--- src/rtl/dsp_slice_pipe_pkg.sv ---
// Shared definitions for the DSP slice pipeline: default widths, opmode
// bit positions and the X/Z post-adder operand mux encodings.
package dsp_slice_pipe_pkg;

  localparam int DEF_DATAINWIDTH  = 18;
  localparam int DEF_DATAOUTWIDTH = 48;
  localparam int DEF_OPWIDTH      = 8;

  // opmode field positions
  localparam int OP_XSEL_LSB    = 0;
  localparam int OP_ZSEL_LSB    = 2;
  localparam int OP_PREADD_EN   = 4;
  localparam int OP_PREADD_SUB  = 6;
  localparam int OP_POSTADD_SUB = 7;

  typedef enum logic [1:0] {
    XSEL_ZERO = 2'd0,
    XSEL_M    = 2'd1,
    XSEL_P    = 2'd2,
    XSEL_DAB  = 2'd3
  } xsel_e;

  typedef enum logic [1:0] {
    ZSEL_ZERO = 2'd0,
    ZSEL_PCIN = 2'd1,
    ZSEL_P    = 2'd2,
    ZSEL_C    = 2'd3
  } zsel_e;

endpackage

--- src/rtl/dsp_slice_pipe_preadd_mul.sv ---
// Combinational pre-adder (pass b, d+b or d-b, wrapping) feeding an
// unsigned full-width multiplier.
module dsp_preadd_mul
  import dsp_slice_pipe_pkg::*;
#(
  parameter int DATAINWIDTH = DEF_DATAINWIDTH
) (
  input  logic [DATAINWIDTH-1:0]   a,
  input  logic [DATAINWIDTH-1:0]   b,
  input  logic [DATAINWIDTH-1:0]   d,
  input  logic                     preadd_en,
  input  logic                     preadd_sub,
  output logic [DATAINWIDTH-1:0]   bsel,
  output logic [2*DATAINWIDTH-1:0] prod
);

  // select the multiplier's second operand
  always_comb begin
    bsel = b;
    if (preadd_en) begin
      bsel = preadd_sub ? (d - b) : (d + b);
    end
  end

  assign prod = {{DATAINWIDTH{1'b0}}, a} * {{DATAINWIDTH{1'b0}}, bsel};

endmodule

--- src/rtl/dsp_slice_pipe.sv ---
// Three-stage DSP slice: S1 input registers, S2 pre-adder/multiplier
// registers, S3 post-adder/accumulator. A single advance enable stalls the
// whole pipe while the output beat is held by the consumer.
module dsp_slice_pipe
  import dsp_slice_pipe_pkg::*;
#(
  parameter int DATAINWIDTH  = DEF_DATAINWIDTH,
  parameter int DATAOUTWIDTH = DEF_DATAOUTWIDTH,
  parameter int OPWIDTH      = DEF_OPWIDTH
) (
  input  logic                      clk,
  input  logic                      rstn,
  input  logic [DATAINWIDTH-1:0]    a,
  input  logic [DATAINWIDTH-1:0]    b,
  input  logic [DATAINWIDTH-1:0]    d,
  input  logic [DATAOUTWIDTH-1:0]   c,
  input  logic [DATAOUTWIDTH-1:0]   pcin,
  input  logic                      carryin,
  input  logic [OPWIDTH-1:0]        opmode,
  input  logic                      in_valid,
  output logic                      in_ready,
  output logic                      out_valid,
  input  logic                      out_ready,
  output logic [2*DATAINWIDTH-1:0]  m,
  output logic [DATAOUTWIDTH-1:0]   p,
  output logic [DATAOUTWIDTH-1:0]   pcout,
  output logic                      carryout,
  output logic                      carryoutf,
  output logic [DATAINWIDTH-1:0]    bcout
);

  logic en;

  // stage 1
  logic [DATAINWIDTH-1:0]  a1, b1, d1;
  logic [DATAOUTWIDTH-1:0] c1, pcin1;
  logic                    cin1;
  logic [OPWIDTH-1:0]      op1;
  logic                    v1;

  // stage 2
  logic [DATAINWIDTH-1:0]  a2, b2, d2;
  logic [DATAOUTWIDTH-1:0] c2, pcin2;
  logic                    cin2;
  logic [OPWIDTH-1:0]      op2;
  logic                    v2;

  // stage 3 valid
  logic                    v3;

  logic [DATAINWIDTH-1:0]   bsel;
  logic [2*DATAINWIDTH-1:0] prod;
  logic [DATAOUTWIDTH-1:0]  xval, zval;
  logic [DATAOUTWIDTH:0]    post;
  logic                     unused_op2;

  assign en        = !(v3 && !out_ready);
  assign in_ready  = en;
  assign out_valid = v3;
  assign pcout     = p;
  assign carryoutf = carryout;

  // Pre-adder selection bits are consumed in S2; the rest travel on for
  // the post-adder, so some high bits of the S2 copy are never read.
  assign unused_op2 = ^op2;

  dsp_preadd_mul #(
    .DATAINWIDTH(DATAINWIDTH)
  ) u_preadd_mul (
    .a          (a1),
    .b          (b1),
    .d          (d1),
    .preadd_en  (op1[OP_PREADD_EN]),
    .preadd_sub (op1[OP_PREADD_SUB]),
    .bsel       (bsel),
    .prod       (prod)
  );

  // S1: capture an accepted beat; data only loads on a real beat
  always_ff @(posedge clk or negedge rstn) begin
    if (!rstn) begin
      a1    <= '0;
      b1    <= '0;
      d1    <= '0;
      c1    <= '0;
      pcin1 <= '0;
      cin1  <= 1'b0;
      op1   <= '0;
      v1    <= 1'b0;
    end else if (en) begin
      v1 <= in_valid;
      if (in_valid) begin
        a1    <= a;
        b1    <= b;
        d1    <= d;
        c1    <= c;
        pcin1 <= pcin;
        cin1  <= carryin;
        op1   <= opmode;
      end
    end
  end

  // S2: register pre-adder result, product and the aligned S1 fields
  always_ff @(posedge clk or negedge rstn) begin
    if (!rstn) begin
      a2    <= '0;
      b2    <= '0;
      d2    <= '0;
      c2    <= '0;
      pcin2 <= '0;
      cin2  <= 1'b0;
      op2   <= '0;
      v2    <= 1'b0;
      bcout <= '0;
      m     <= '0;
    end else if (en) begin
      v2 <= v1;
      if (v1) begin
        a2    <= a1;
        b2    <= b1;
        d2    <= d1;
        c2    <= c1;
        pcin2 <= pcin1;
        cin2  <= cin1;
        op2   <= op1;
        bcout <= bsel;
        m     <= prod;
      end
    end
  end

  // X operand mux
  always_comb begin
    xval = '0;
    case (xsel_e'(op2[OP_XSEL_LSB +: 2]))
      XSEL_ZERO: xval = '0;
      XSEL_M:    xval = DATAOUTWIDTH'(m);
      XSEL_P:    xval = p;
      XSEL_DAB:  xval = DATAOUTWIDTH'({d2, a2, b2});
      default:   xval = '0;
    endcase
  end

  // Z operand mux
  always_comb begin
    zval = '0;
    case (zsel_e'(op2[OP_ZSEL_LSB +: 2]))
      ZSEL_ZERO: zval = '0;
      ZSEL_PCIN: zval = pcin2;
      ZSEL_P:    zval = p;
      ZSEL_C:    zval = c2;
      default:   zval = '0;
    endcase
  end

  // post-adder with carry out in the extra top bit (borrow when subtracting)
  always_comb begin
    if (op2[OP_POSTADD_SUB]) begin
      post = {1'b0, zval} - ({1'b0, xval} + {{DATAOUTWIDTH{1'b0}}, cin2});
    end else begin
      post = {1'b0, zval} + {1'b0, xval} + {{DATAOUTWIDTH{1'b0}}, cin2};
    end
  end

  // S3: result/accumulator only moves on a valid beat, bubbles leave it alone
  always_ff @(posedge clk or negedge rstn) begin
    if (!rstn) begin
      v3       <= 1'b0;
      p        <= '0;
      carryout <= 1'b0;
    end else if (en) begin
      v3 <= v2;
      if (v2) begin
        p        <= post[DATAOUTWIDTH-1:0];
        carryout <= post[DATAOUTWIDTH];
      end
    end
  end

endmodule

--- config.mk ---
export PLATFORM = sky130hd
export DESIGN_NAME = dsp_slice_pipe
export DESIGN_NICKNAME = d
export VERILOG_FILES = /design/src/rtl/dsp_slice_pipe_pkg.sv /design/src/rtl/dsp_slice_pipe_preadd_mul.sv /design/src/rtl/dsp_slice_pipe.sv
export SDC_FILE = /design/constraint.sdc
export NUM_CORES = 2
export LEC_CHECK = 0
export BUFFER_PORTS_ARGS = -buffer_cell sky130_fd_sc_hd__buf_2
export CORE_MARGIN = 3
export CORE_UTILIZATION = 50
export DETAILED_ROUTE_END_ITERATION = 7
export GPL_TIMING_DRIVEN = 0
export PLACE_DENSITY_LB_ADDON = 0.1
export SLEW_MARGIN = 20
export SYNTH_ARGS = -nofsm -noshare
export SYNTH_HDL_FRONTEND = slang
export SYNTH_SLANG_ARGS = --single-unit
--- constraint.sdc ---
create_clock -name clk -period 19.1 [get_ports clk]
set_input_delay 1.91 -clock clk [delete_from_list [all_inputs] [get_ports clk]]
set_output_delay 1.91 -clock clk [all_outputs]
set_load 0.03 [all_outputs]
==> summary.md <==
| Metric | Value |
|---|---|
| Die Span X | `274 um` |
| Fin Clk Skew | `0.0328 ns` |
| Pre-antenna DRT Iters | `5` |
| Slowest CP cell | `xnor2_1` |
| Max-slew headroom | `0.265` |
| Drt drc | `0` |
| # diodes | `0` |
| Antenna viol nets, final | `0` |
| Final critical-path share of the clock period | `0.593` |
| Tot GR Track Use | `0.321` |
| DIE HEIGHT | `274 um` |
| Avg WL per Cell | `24.1 um` |
| Setup_tns | `0 ns` |
| First-pass GRT wire length | `179,000 um` |
| CTS tree | `built` |
| DR vias | `28,100` |
| Startpoint Class | `register` |
| Least-Margin Pin Slew | `1.10 ns` |
| Worst R2R Start | `b1[1]` |
| Top cells by count, synth | `inv_1, mux2_2, dfrtp_1` |
| RSZ-0062 raised after global routing | `false` |
| I/O pins | `317` |
| FMAX | `88.3 MHz` |
| Critical Path RT | `19.58 ns` |
| Worst path most repeated cell | `fa_1` |
| Post-synth top area share | `0.289` |
| GP Congestion | `0.963` |
| Max-cap viol count | `0` |
| Die footprint | `0.0750 sq mm` |
| Prevailing post-synth register cell | `dfrtp_1` |
| Root Driver | `clkbuf_16` |
| Synth Warn # | `0` |
| Async set-or-reset flop fraction in the synthesized netlist | `1.00` |
| Cells after Synth | `3,638` |
| Synth unique cells | `86` |
| Largest net degree at the start of global routing | `97` |
| DP Wirelength | `96,500 um` |
| Outcome | `completed` |
| H-tree depth | `2` |
| Setup crit start | `b1[1]` |
| Clock transition at path regs | `0.06 ns` |
| Core Area | `0.0705 sq mm` |
| Synthesized area per cell | `9.86 sq um` |
| Area grow syn2layout | `12.6%` |
| Kind of critical path | `reg2reg` |
| Synth area leaders | `dfrtp_1, fa_1, mux2_2` |
| # clock sinks | `414` |
| Initial antenna violation count | `6` |
| Gates resized, CTS repair | `0` |
| Yosys reg bits | `414` |
| CP endpoint | `m[34]` |
| HP Class | `reg2reg` |
| Total Wirelength | `120,000 um` |
| Worst skew pair latency | `0.61 ns` |
| Final Hold Fails | `0` |
| Count leader, synth | `inv_1` |
| CTS Buf Count | `48` |
| I/O Buffers | `315` |
| Final Net Count | `4,700` |
| EDFF count, synth | `0` |
| Critical Path Sink Type | `register` |
| Register area share after synthesis | `0.289` |
| Iter 0 DRT Violations | `2,098` |
| Final Critical Period | `11.33 ns` |
| Vias in the first global route | `28,600` |
| Longest Clk Path Bufs | `3` |
| Arrival @ worst endpoint | `11.81 ns` |
| R2R depth | `37` |
| Slew Viols, Final | `0` |
| Max incr delay on CP | `0.84 ns` |
| Vias per Instance | `5.63` |
| Share of layout cells above drive strength 1 | `0.226` |
| GRT overflow | `0` |
| CP max FO | `10` |
| Setup Buffers After CTS | `0` |
| Area leader, netlist | `dfrtp_1` |
| Syn_nets | `4,329` |
| Reg2Reg Setup Slack | `7.77 ns` |
| Initial core utilization | `0.509` |
| R2R Path End | `m[34]` |
| Mapped Area | `0.0359 sq mm` |
| Number of hold buffers added after cts | `0` |
| Standard-cell row count | `97` |
| # setup viols final | `0` |
worst min-delay path by stage:
stage | from | endpoint | slack (ns) | depth (start not counted)
final | pcin1[9] | pcin2[9] | 0.49 | 1
after global routing | pcin1[9] | pcin2[9] | 0.50 | 1
after CTS | pcin1[9] | pcin2[9] | 0.48 | 1
after detailed placement | b2[1] | b2[1] | 0.49 | 2
after global placement | b2[1] | b2[1] | 0.48 | 2
after floorplan | b2[0] | b2[0] | 0.44 | 2
cell usage in the layout, fill, tap and decap left out, types with 138 or more instances in the layout:
cell type	instances
inv_1	472
mux2_2	415
dfrtp_1	414
nand2_1	340
buf_2	319
ha_1	267
fa_1	261
clkbuf_1	157
a21oi_1	153
o21ai_0	138
logic make-up (layout without fill, tap and decap cells):
group,Yosys count,after routing,synth area share
AND/OR/NAND/NOR,774,774,0.103
buffers and inverters,698,1107,0.0785
AO/OA/AOI/OAI,651,651,0.122
adder cells (fa/ha/maj),528,528,0.239
multiplexers,435,435,0.136
flip-flops,414,414,0.289
XOR/XNOR,138,138,0.0337
flip-flops by register name, indices dropped and copies added (netlist names), 36 cells and up:
register  cells
c1           48
pcin1        48
m            36
p            48
pcin2        48
c2           48
stage by stage:
stage	cells	worst slack [ns]	hold WS, ns	util	instance area, sq um
2_1_floorplan	3638	10.19	0.444	-	35900
3_3_place_gp	4893	7.54	0.476	0.548	38600
3_5_place_dp	4899	7.89	0.485	0.550	38800
4_1_cts	4987	7.86	0.483	0.573	40400
5_1_grt	4987	7.17	0.504	0.573	40400
6_report	4987	7.77	0.490	0.573	40400
critical path, delay by kind of cell, from the launching register on:
| kind | cells | cell delay (ns) |
|---|---|---|
| buf+inv | 6 | 1.07 |
| fa+ha+maj | 9 | 3.53 |
| xor+xnor | 4 | 1.45 |
| simple gates | 7 | 1.71 |
| compound gates | 11 | 2.97 |
| flops | 1 | 0.44 |
final cells by class:
cell class                      instances  area (sq um)
Inverter                              472          1770
Timing Repair Buffer                  321          1730
Sequential cell                       414         10400
Tap cell                              940          1180
Buffer                                226          1050
Fill cell                            6340         30100
Multi-Input combinational cell       2526         22700
Clock inverter                         18           213
Clock buffer                           70          1380
per-layer routing:
layer  wire, um  GRT usage  vias to the layer above
li1           -          -                    12900
met1      49000      0.411                    14100
met2      58100      0.553                      944
met3       7500     0.0396                      233
met4       5560      0.127                        2
met5         12          0                        -
Power is not shown: default switching activity piles up to over one toggle a cycle in this logic, so the estimate is an artifact.
